**src/rtl/spectrum_bar_writer.sv**
```systemverilog
`default_nettype none
// ============================================================================
// spectrum_bar_writer : renders FFT magnitude bins as vertical bars into the
// SDRAM framebuffer through an Avalon-MM write master (one RGB565 pixel/beat).
// Revision: 1.0
// ============================================================================
module spectrum_bar_writer #(
    parameter int          H_RES     = 640,
    parameter int          V_RES     = 480,
    parameter int          NUM_BINS  = 64,
    parameter int          BAR_W     = 10,
    parameter int          MAG_W     = 16,
    parameter int          MAG_SHIFT = 4,
    parameter logic [31:0] FB_BASE   = 32'h0000_0000,
    parameter logic [15:0] BAR_COLOR = 16'h07E0,
    parameter logic [15:0] BG_COLOR  = 16'h0000
) (
    input  logic             clk_clk,
    input  logic             reset_reset_n,
    input  logic             bin_valid,
    output logic             bin_ready,
    input  logic [7:0]       bin_index,
    input  logic [MAG_W-1:0] bin_mag,
    output logic [31:0]      avm_address,
    output logic             avm_write,
    output logic [15:0]      avm_writedata,
    input  logic             avm_waitrequest,
    output logic             bin_done,
    output logic             frame_done,
    output logic             bin_err
);

    localparam int HT_W = $clog2(V_RES) + 1;
    localparam int Y_W  = $clog2(V_RES);
    localparam int X_W  = (BAR_W > 1) ? $clog2(BAR_W) : 1;

    localparam logic [HT_W-1:0]  V_RES_H  = HT_W'(V_RES);
    localparam logic [X_W-1:0]   X_LAST   = X_W'(BAR_W - 1);
    localparam logic [Y_W-1:0]   Y_LAST   = Y_W'(V_RES - 1);
    localparam logic [7:0]       LAST_BIN = 8'(NUM_BINS - 1);

    typedef enum logic [0:0] {
        IDLE  = 1'b0,
        WRITE = 1'b1
    } state_t;

    state_t state, next_state;

    logic [7:0]       idx;
    logic [HT_W-1:0]  height;
    logic [X_W-1:0]   x;
    logic [Y_W-1:0]   y;

    logic             accept;
    logic             bad_bin;
    logic             xfer;
    logic             last_pixel;
    logic [X_W-1:0]   nx;
    logic [Y_W-1:0]   ny;
    logic [MAG_W-1:0] mag_shifted;
    logic [HT_W-1:0]  new_height;

    function automatic logic [31:0] pixel_addr(input logic [7:0]     i,
                                               input logic [X_W-1:0] px,
                                               input logic [Y_W-1:0] py);
        logic [31:0] off;
        off = 32'(py) * 32'(H_RES) + 32'(i) * 32'(BAR_W) + 32'(px);
        return FB_BASE + (off << 1);
    endfunction

    // Bar occupies the bottom 'h' rows of the strip.
    function automatic logic [15:0] pixel_color(input logic [Y_W-1:0]  py,
                                                input logic [HT_W-1:0] h);
        return (HT_W'(py) >= (V_RES_H - h)) ? BAR_COLOR : BG_COLOR;
    endfunction

    always_comb begin
        mag_shifted = bin_mag >> MAG_SHIFT;
        if (mag_shifted > MAG_W'(V_RES))
            new_height = V_RES_H;
        else
            new_height = HT_W'(mag_shifted);
    end

    assign last_pixel = (x == X_LAST) && (y == Y_LAST);
    assign nx         = (x == X_LAST) ? '0 : x + 1'b1;
    assign ny         = (x == X_LAST) ? y + 1'b1 : y;

    always_ff @(posedge clk_clk or negedge reset_reset_n) begin
        if (!reset_reset_n)
            state <= IDLE;
        else
            state <= next_state;
    end

    always_comb begin
        next_state = state;
        accept     = 1'b0;
        bad_bin    = 1'b0;
        xfer       = 1'b0;
        case (state)
            IDLE: begin
                if (bin_valid && bin_ready) begin
                    if (bin_index >= 8'(NUM_BINS)) begin
                        bad_bin = 1'b1;
                    end else begin
                        accept     = 1'b1;
                        next_state = WRITE;
                    end
                end
            end
            WRITE: begin
                if (avm_write && !avm_waitrequest) begin
                    xfer = 1'b1;
                    if (last_pixel)
                        next_state = IDLE;
                end
            end
            default: next_state = IDLE;
        endcase
    end

    always_ff @(posedge clk_clk or negedge reset_reset_n) begin
        if (!reset_reset_n) begin
            bin_ready     <= 1'b0;
            avm_write     <= 1'b0;
            avm_address   <= '0;
            avm_writedata <= '0;
            bin_done      <= 1'b0;
            frame_done    <= 1'b0;
            bin_err       <= 1'b0;
            idx           <= '0;
            height        <= '0;
            x             <= '0;
            y             <= '0;
        end else begin
            bin_ready  <= (next_state == IDLE);
            bin_done   <= 1'b0;
            frame_done <= 1'b0;
            bin_err    <= bad_bin;
            if (accept) begin
                idx           <= bin_index;
                height        <= new_height;
                x             <= '0;
                y             <= '0;
                avm_write     <= 1'b1;
                avm_address   <= pixel_addr(bin_index, '0, '0);
                avm_writedata <= pixel_color('0, new_height);
            end else if (xfer) begin
                if (last_pixel) begin
                    avm_write  <= 1'b0;
                    bin_done   <= 1'b1;
                    frame_done <= (idx == LAST_BIN);
                end else begin
                    // Next pixel is presented immediately: no idle beat between transfers.
                    x             <= nx;
                    y             <= ny;
                    avm_address   <= pixel_addr(idx, nx, ny);
                    avm_writedata <= pixel_color(ny, height);
                end
            end
        end
    end

endmodule
`default_nettype wire

```
**config.mk**
```make
export PLATFORM = sky130hd
export DESIGN_NAME = spectrum_bar_writer
export DESIGN_NICKNAME = d
export VERILOG_FILES = /design/src/rtl/spectrum_bar_writer.sv
export SDC_FILE = /design/constraint.sdc
export NUM_CORES = 1
export LEC_CHECK = 0
export CORE_UTILIZATION = 58
export CTS_CLUSTER_SIZE = 40
export DETAILED_ROUTE_END_ITERATION = 8
export PLACE_DENSITY = 0.95
export SETUP_SLACK_MARGIN = 0.1
export SLEW_MARGIN = 20
export SYNTH_ARGS = -nofsm -noshare
export SYNTH_HDL_FRONTEND = slang
export SYNTH_SLANG_ARGS = --single-unit
```
**constraint.sdc**
```tcl
create_clock -name clk_clk -period 9.8 [get_ports clk_clk]
set_clock_uncertainty 0.2 [all_clocks]
set_input_delay 0.98 -clock clk_clk [delete_from_list [all_inputs] [get_ports clk_clk]]
set_output_delay 0.98 -clock clk_clk [all_outputs]
set_load 0.02 [all_outputs]
```
==> flow_metrics.tcl, run 1 <==
set metrics [dict create \
    holdBufCountCts 0 \
    grt_antenna_before_repair 0 \
    drc 0 \
    synth_top_area_share_pct 30.4 \
    grt_pass1_wl_um 19900 \
    dr.first_iter.drc_count 405 \
    die_h_um 92 \
    path_class "reg -> reg" \
    synth_edf_count 0 \
    core_area_mm2 0.00777 \
    clk_path_buf_depth 2 \
    p_per_area_mw_per_mm2 220 \
    die_x_um 92 \
    worstSetupEndpointType "flop" \
    rows 32 \
    finalMaxSlewViolations 0 \
    antenna_cells 0 \
    critPathMaxFanout 9 \
    synth_area_leader_cell "dfrtp_1" \
    hold_path_class "reg -> reg" \
    worstReg2RegStart "x[1]" \
    relSlewSlack_pct 40.7 \
    yosysMostFrequentCell "dfrtp_1" \
    ant_nets 0 \
    synth_area_leaders "dfrtp_1, ha_1, xnor2_1, buf_4, nand2_1" \
    ff2ff_setup_slack_ps 5500 \
    yosysSeqAreaShare_pct 30.4 \
    min_period_over_period_pct 43.9 \
    syn_area_mm2 0.00470 \
    crit_start "x[1]" \
    outcome "finished, final reports clean" \
    dp_hpwl_um 8410 \
    fmax_ghz 0.233 \
    grt_max_degree 58 \
    hold-path-endpoint "avm_address[12]" \
    worstPathRequired_ps 9870 \
    r2r_end "avm_address[18]" \
    io-pin-count 81 \
    vias_per_cell 6.13 \
    setup_viol 0 \
    dp_cells 665 \
    tns_ps 0 \
    post_cts_buffers 0 \
    grt_pass1_vias 4258 \
    clk_pin_slew_ps 70 \
    ys_types 64 \
    synth-main-ff-cell "dfrtp_1" \
    ys_async_sr_fraction_pct 100 \
    cap_viol_max_count 0 \
    num_vias 4176 \
    period_minus_slack_ps 4300 \
    netlist_instances 528 \
    cts_sinks 57 \
    pre_cts_ws_ps 5660 \
    synth_common_cells "dfrtp_1, nand2_1, ha_1" \
    worstHoldPathCells 2 \
    rsz0062_at_grt "no" \
    ir_drop_uv 223 \
    cts_buffers 9 \
    start_util_pct 60.5 \
    gp_congestion 0.876 \
    min_from "avm_address[12]" \
    syn2layout_area_growth_pct 15.0 \
    wl_um 11600 \
    synth_warnings 0 \
    crit_path_start_kind "flop" \
    layout.cells.non_filler 681 \
    hold_viol 0 \
    port_buffers 54 \
    ys_seq_elements 57 \
    grt-ovfl-total 0 \
    htreeDepth 3 \
    r2r_cells 14 \
    clk_latency_ps 360 \
    worst_pin_slew_ps 889 \
    layout.nets 656 \
    postCtsResizedCells 0 \
    setup_slack_ps 5500 \
    layout-drive-gt1-share_pct 6.04 \
    p_leak_uw 0.00265 \
    cts_tree "done" \
    syn_avg_cell_area_um2 8.90 \
    dr.pass1.iters 5 \
    arrival_ps 4370 \
    root_buffer "clkbuf_8" \
    routedWlPerCell_um 17.1 \
    grtUsageTotal_pct 29.8 \
    die_area_mm2 0.00846 \
]
## critical path, cell delays in order (launching register included)
cell	delay [ps]
dfrtp_1	420
inv_1	70
ha_1	290
nand3b_4	190
nor3_1	420
nor2_1	180
xnor2_1	170
ha_1	250
fa_1	410
xnor2_1	240
a21oi_1	220
nand4b_1	200
nor4b_2	360
or4b_1	480
o211ai_1	110
## worst max path at each step
| stage | end | slack, ps | depth (start not counted) |
|---|---|---|---|
| floorplan | avm_address[18] | 6110 | 14 |
| global placement | avm_address[18] | 5810 | 14 |
| detailed placement | avm_address[18] | 5660 | 14 |
| CTS | avm_address[18] | 5580 | 14 |
| global route | avm_address[18] | 5180 | 14 |
| finish | avm_address[18] | 5500 | 14 |
## registers in the layout, summed over array words and instances (netlist names)
register and count:
bin_done 1, frame_done 1, avm_write 1, bin_err 1, idx 8, x 4
avm_writedata 1, height 10, y 9, bin_ready 1, state 1, avm_address 19
## final cells by class
cell class / instances / area [um2]
Clock buffer: 12 / 155
Clock inverter: 4 / 75.1
Tap cell: 102 / 128
Sequential cell: 57 / 1430
Fill cell: 542 / 2360
Multi-Input combinational cell: 417 / 2940
Inverter: 32 / 120
Timing Repair Buffer: 57 / 558
## layout by cell type (no fill, tap or decap), types with 3 or more instances in the layout
cell,netlist,layout
and2_1,5,5
o21ai_0,32,32
nand2_1,53,53
nor3_1,12,12
a31oi_1,5,5
a211oi_1,4,4
xor2_1,12,12
a22o_1,3,3
and3_1,3,3
nor2_1,33,33
ha_1,50,50
dfrtp_1,57,57
nand3_1,24,24
o211ai_1,5,5
nor2b_1,9,9
clkbuf_8,0,11
inv_1,32,32
clkdlybuf4s50_1,0,53
o21bai_1,6,6
fa_1,4,4
xnor2_1,28,28
a2111oi_0,5,5
mux2i_1,4,4
or4_1,4,4
a221o_1,3,3
nand4b_1,3,3
a21oi_1,23,23
nand4_1,5,5
o21a_1,6,6
buf_4,31,3
conb_1,1,22
nand3b_1,3,3
a21o_1,15,15
## per-layer routing
metal	vias up	part of all wire (%)	GRT usage, %
li1	1912	-	-
met3	57	6.9	7.30
met4	0	4.6	16.9
met1	2003	38	34.1
met2	204	51	50.8
met5	-	0	0
## power breakdown
part | switching, uW | internal (uW)
clock network | 102 | 157
logic | 331 | 246
registers | 62.2 | 291
## metrics by stage
step           hold slack (ps)  cell area [um2]  utilization, %  total power [uW]
6_report                   310             5400            69.6              1190
2_1_floorplan              274             4780               -               756
3_3_place_gp               295             5170            66.6               873
4_1_cts                    319             5400            69.6              1180
3_5_place_dp               302             5170            66.6               910
5_1_grt                    330             5400            69.6              1260
## logic make-up after synthesis
group,after synthesis,share of synthesized area [%]
AO/OA/AOI/OAI,122,17.3
other,1,0.0798
flip-flops,57,30.4
XOR/XNOR,40,7.46
AND/OR/NAND/NOR,174,19.8
adder cells (fa/ha/maj),54,15.0
multiplexers,5,1.09
buffers and inverters,75,8.87
No activity file was read; power rests on OpenSTA's default activity.
==> run 2: changes to the inputs <==
--- a/config.mk
+++ b/config.mk
@@ -5,10 +5,10 @@
 export SDC_FILE = /design/constraint.sdc
 export NUM_CORES = 1
 export LEC_CHECK = 0
-export CORE_UTILIZATION = 58
+export CORE_UTILIZATION = 49
 export CTS_CLUSTER_SIZE = 40
 export DETAILED_ROUTE_END_ITERATION = 8
-export PLACE_DENSITY = 0.95
+export PLACE_DENSITY = 0.89
 export SETUP_SLACK_MARGIN = 0.1
 export SLEW_MARGIN = 20
 export SYNTH_ARGS = -nofsm -noshare
==> constraint.sdc (replaced) <==
create_clock -name clk_clk -period 3.6 [get_ports clk_clk]
set_clock_uncertainty 0.2 [all_clocks]
set_input_delay 0.36 -clock clk_clk [delete_from_list [all_inputs] [get_ports clk_clk]]
set_output_delay 0.36 -clock clk_clk [all_outputs]
set_load 0.02 [all_outputs]
==> run 2 against run 1 <==
The run now ends with setup timing left. Non-clock buffer count up 53. Critical path depth unchanged. Maximum frequency up 17%. Utilization down 2.2 points. Final cell count up 12%. Worst setup slack worse by 5600 ps. Highest routed layer unchanged.
==> flow_metrics.tcl, run 2 (synthesis results as in run 1) <==
set metrics [dict create \
    critPathMaxFanout 6 \
    hold_viol 0 \
    drc 0 \
    worstHoldPathCells 2 \
    path_class "reg -> reg" \
    largest_register_ff_count 19 \
    grt_antenna_before_repair 0 \
    period_minus_slack_ps 3680 \
    grt_pass1_vias 4661 \
    num_vias 4565 \
    htreeDepth 3 \
    switching_share_pct 42.6 \
    cts_sinks 57 \
    syn2layout_area_growth_pct 33.2 \
    timing.hold.ws_ps 307 \
    p_leak_uw 0.00293 \
    crit_path_start_kind "flop" \
    setup_viol 2 \
    tns_ps -117 \
    crit_chain "inv_2 -> ha_4 -> nand3b_4 -> buf_6 -> nor4_4 -> nor2_1 -> xnor2_1 -> ha_1 -> inv_2 -> a21oi_4 -> o31a_1 -> nor4b_4 -> or4b_1 -> o211ai_1" \
    die_x_um 99.9 \
    worst_pin_slew_ps 978 \
    p_total_uw 3490 \
    wl_um 14500 \
    worstReg2RegStart "x[1]" \
    gp_congestion 0.860 \
    layout.cells.non_filler 760 \
    comb_power_share_pct 55.0 \
    grt_max_degree 42 \
    clk_path_buf_depth 2 \
    vias_per_cell 6.01 \
    worstPathRequired_ps 3670 \
    dr.pass1.iters 5 \
    intPower_uw 2000 \
    dp_hpwl_um 8970 \
    violations "setup timing" \
    rows 35 \
    ir_drop_uv 574 \
    rsz0062_at_grt "yes" \
    antenna_cells 0 \
    crit_start "x[1]" \
    clk_pin_slew_ps 70 \
    grt_pass1_wl_um 21600 \
    cts_buffers 9 \
    slowest_delay_ps 470 \
    final_common_cell "dfrtp_1" \
    reg_top3 "avm_address: 19 flops, height: 10 flops, y: 9 flops" \
    hold_path_class "reg -> reg" \
    setup_slack_ps -83.3 \
    ff2ff_setup_slack_ps -80 \
    finalMaxSlewViolations 0 \
    grtUsageTotal_pct 28.0 \
    root_buffer "clkbuf_8" \
    port_buffers 54 \
    relSlewSlack_pct 34.8 \
    core_area_mm2 0.00928 \
    dr.first_iter.drc_count 461 \
    ant_nets 0 \
    r2r_cells 14 \
    grt-ovfl-total 0 \
    cp_common_cell "inv_2" \
    crit_family "simple AND/OR/NAND/NOR gates" \
    worstSetupEndpointType "flop" \
    critPathSlowestCell "or4b_1" \
    switchingPower_uw 1490 \
    layout.nets 709 \
    clkPwrFrac_pct 17.6 \
    final_cell_mix "dfrtp_1, nand2_1, clkdlybuf4s50_1, buf_4, ha_1" \
    p_per_area_mw_per_mm2 558 \
    routedWlPerCell_um 19.1 \
    hold-path-endpoint "avm_address[12]" \
    cts_tree "done" \
    start_util_pct 50.6 \
    min_period_over_period_pct 102 \
    min_from "avm_address[12]" \
    seq_power_share_pct 27.4 \
    top_register "avm_address" \
    crit_buf_inv 3 \
    die_h_um 99.9 \
    outcome "complete, but fails checks" \
    r2r_end "avm_address[18]" \
    dp_cells 723 \
    layout-drive-gt1-share_pct 22.5 \
    die_area_mm2 0.00998 \
    cap_viol_max_count 0 \
    io-pin-count 81 \
    clk_latency_ps 360 \
    arrival_ps 3750 \
    fmax_ghz 0.271 \
]
## run 2: changes by cell type in the layout (fill, tap and decap cells not counted), moves of 6 or more
| cell | before | now |
|---|---|---|
| ha_4 | 0 | 12 |
| xnor2_1 | 28 | 21 |
| buf_4 | 3 | 53 |
| xnor2_2 | 0 | 6 |
| inv_1 | 32 | 26 |
| ha_1 | 50 | 36 |
| inv_2 | 0 | 6 |
| a21oi_1 | 23 | 17 |
## run 2: worst max path at each step
stage          slack, ps               to  cells past startpoint
2_1_floorplan        110  avm_address[18]                     14
6_report             -80  avm_address[18]                     14
4_1_cts               70  avm_address[18]                     15
3_3_place_gp          70  avm_address[18]                     14
3_5_place_dp         -80  avm_address[13]                     13
5_1_grt             -280  avm_address[18]                     13
## run 2: what timing repair did
item	in CTS	in global routing
endpoints found under the hold margin	37	0
pin swaps	28	39
hold buffers	1	0
setup endpoints to repair	9	9
setup buffers	11	10
gates resized for setup	34	41
## run 2: layout make-up
class                           instances  area, um2
Timing Repair Buffer                  110        966
Inverter                               32        120
Clock buffer                           10        138
Tap cell                              129        161
Clock inverter                          5       56.3
Sequential cell                        57       1430
Fill cell                             635       3030
Multi-Input combinational cell        417       3390
## run 2: worst register-to-register path, cell delays in order (launching register included)
cell and delay (ps):
dfrtp_1 390, inv_2 80, ha_4 170, nand3b_4 160, buf_6 180, nor4_4 340
nor2_1 110, xnor2_1 250, ha_1 320, inv_2 120, a21oi_4 60, o31a_1 310
nor4b_4 330, or4b_1 470, o211ai_1 100
## run 2: through the flow
step | utilization, % | setup slack (ps) | cell area (um2)
after floorplan | - | 106 | 4810
after global placement | 59.0 | 67.0 | 5470
after detailed placement | 59.0 | -77.2 | 5470
after CTS | 63.6 | 74.1 | 5910
after global routing | 67.4 | -281 | 6260
final | 67.4 | -83.3 | 6260
## run 2: per-layer routing
layer	up-vias	track usage [%]	share of wire, %
li1	2013	-	-
met1	2217	30.7	36
met2	258	49.9	51
met3	77	6.41	6.9
met4	0	16.1	5.9
met5	-	0	0
## run 2: power groups by stage
stage / combinational [uW] / clock, uW / sequential, uW
global route: 2080 / 653 / 969
CTS: 1770 / 615 / 937
detailed placement: 1630 / 0 / 951
finish: 1920 / 614 / 957
floorplan: 1080 / 0 / 997
global placement: 1540 / 0 / 941
==> run 3: changes to the inputs <==
--- a/config.mk
+++ b/config.mk
@@ -5,11 +5,12 @@
 export SDC_FILE = /design/constraint.sdc
 export NUM_CORES = 1
 export LEC_CHECK = 0
+export CORE_MARGIN = 5
 export CORE_UTILIZATION = 49
 export CTS_CLUSTER_SIZE = 40
 export DETAILED_ROUTE_END_ITERATION = 8
 export PLACE_DENSITY = 0.89
-export SETUP_SLACK_MARGIN = 0.1
+export SETUP_SLACK_MARGIN = 0.05
 export SLEW_MARGIN = 20
 export SYNTH_ARGS = -nofsm -noshare
 export SYNTH_HDL_FRONTEND = slang
==> run 3 against run 2 <==
The run still ends with setup timing left. Final area increased by 0.98%. Combinational power up 3%. Routed wire length increased by 5.4%.
==> flow_metrics.tcl, run 3 (synthesis results as in run 1) <==
set metrics [dict create \
    ant_nets 0 \
    die_area_mm2 0.0116 \
    clkPwrFrac_pct 16.3 \
    layout.nets 714 \
    route.met2.wl_um 7870 \
    layout-drive-gt1-share_pct 24.8 \
    clk_latency_ps 370 \
    worstReg2RegStart "y[1]" \
    worst_pin_slew_ps 984 \
    die_h_um 108 \
    arrival_ps 3860 \
    dr.pass1.iters 6 \
    num_vias 4656 \
    cap_viol_max_count 0 \
    r2r_cells 12 \
    start_util_pct 50.6 \
    io-pin-count 81 \
    setup_slack_ps -183 \
    reg_top3 "avm_address: 19 flops, height: 10 flops, y: 9 flops" \
    finalMaxSlewViolations 0 \
    cts_sinks 57 \
    final_common_cell "buf_4" \
    switching_share_pct 44.7 \
    gp_congestion 0.920 \
    topRoutingLayerUsed "met4" \
    comb_power_share_pct 56.4 \
    hold_viol 0 \
    antenna_cells 0 \
    dp_hpwl_um 9090 \
    wl_um 15300 \
    relSlewSlack_pct 34.4 \
    largest_register_ff_count 19 \
    grt-ovfl-total 0 \
    cts_buffers 9 \
    hold-path-endpoint "avm_address[12]" \
    violations "setup timing" \
    top_register "avm_address" \
    outcome "complete, but fails checks" \
    min_period_over_period_pct 105 \
    rows 35 \
    r2r_end "avm_address[18]" \
    cts_tree "done" \
    routedWlPerCell_um 19.9 \
    grtUsageTotal_pct 21.7 \
    grt_pass1_wl_um 20400 \
    clk_pin_slew_ps 80 \
    drc 0 \
    dr.first_iter.drc_count 594 \
    port_buffers 54 \
    core_area_mm2 0.00928 \
    worstHoldPathCells 2 \
    final_area_mm2 0.00632 \
    crit_path_start_kind "flop" \
    place_area_mm2 0.00547 \
    intPower_uw 1940 \
    grt_antenna_before_repair 0 \
    clk_path_buf_depth 2 \
    min_from "avm_address[12]" \
    die_x_um 108 \
    crit_start "y[1]" \
    vias_per_cell 6.08 \
    final_cell_mix "buf_4, dfrtp_1, nand2_1, clkdlybuf4s50_1, ha_1" \
    period_minus_slack_ps 3780 \
    root_buffer "clkbuf_8" \
    wl_met3_um 1060 \
    worstSetupEndpointType "flop" \
    switchingPower_uw 1570 \
    grt_pass1_vias 4344 \
    worstPathRequired_ps 3670 \
    grt_max_degree 48 \
    ir_drop_uv 501 \
    syn2layout_area_growth_pct 34.5 \
    ff2ff_setup_slack_ps -180 \
    pre_cts_ws_ps -80.0 \
    setup_viol 4 \
    htreeDepth 3 \
    rsz0062_at_grt "yes" \
    p_per_area_mw_per_mm2 556 \
    wl_met1_um 5540 \
    seq_power_share_pct 27.3 \
    hold_path_class "reg -> reg" \
    fmax_ghz 0.264 \
    path_class "reg -> reg" \
    critPathMaxFanout 4 \
    p_leak_uw 0.00294 \
]
[run 3: cell types whose count changed in the layout (fill, tap and decap cells not counted), sizes merged]
cell	before	now
buf	56	61
inv	32	34
clkbuf	10	9
clkinvlp	1	2
bufinv	1	0
[run 3: final cells by class]
| cell class | instances | area [um2] |
|---|---|---|
| multi-input combinational | 417 | 3420 |
| fill | 609 | 2970 |
| sequential | 57 | 1430 |
| timing repair buffer | 115 | 1010 |
| tap | 129 | 161 |
| clock buffer | 9 | 124 |
| inverter | 32 | 120 |
| clock inverter | 7 | 55.1 |
[run 3: timing repair]
action	in CTS	in global routing
hold buffers	1	0
gates cloned	0	0
pin swaps	4	52
gates resized for setup	15	72
setup buffers	0	23
endpoints found under the hold margin	38	0
endpoints found under the setup margin	7	9
[run 3: how the worst max path moves through the flow]
stage | end
after detailed placement | avm_address[18]
final | avm_address[18]
after global routing | avm_address[18]
after floorplan | avm_address[18]
after CTS | avm_address[18]
after global placement | avm_address[18]
[run 3: power groups by stage]
stage | Combinational, uW | Clock (uW) | Sequential (uW)
6_report | 1980 | 572 | 959
5_1_grt | 2130 | 600 | 978
4_1_cts | 1690 | 568 | 933
3_5_place_dp | 1620 | 0 | 941
3_3_place_gp | 1530 | 0 | 937
2_1_floorplan | 1070 | 0 | 995
[run 3: layer usage]
layer	vias to the layer above	GRT usage [%]
li1	2032	-
met1	2235	25.4
met2	289	39.9
met3	100	3.78
met4	0	7.12
met5	-	0
[run 3: per-stage QoR]
step | instances | total power, uW | hold WS (ps) | utilization [%] | setup TNS (ps)
2_1_floorplan | 549 | 2060 | -136 | - | 0
6_report | 766 | 3510 | 316 | 68.1 | -230
3_5_place_dp | 726 | 2560 | 296 | 59.0 | -80.1
3_3_place_gp | 726 | 2470 | 294 | 59.0 | 0
5_1_grt | 766 | 3710 | 347 | 68.1 | -852
4_1_cts | 743 | 3190 | 318 | 61.7 | 0
[run 3: worst max-delay path, stage by stage, from the launching register on]
cell and delay [ps]:
dfrtp_1 440, ha_2 240, nand4b_4 160, xor2_2 260, inv_2 120, xnor2_4 300
ha_4 270, a211o_1 350, a21oi_2 220, nand4b_1 220, nor4b_4 330, or4b_4 480
o211ai_1 90
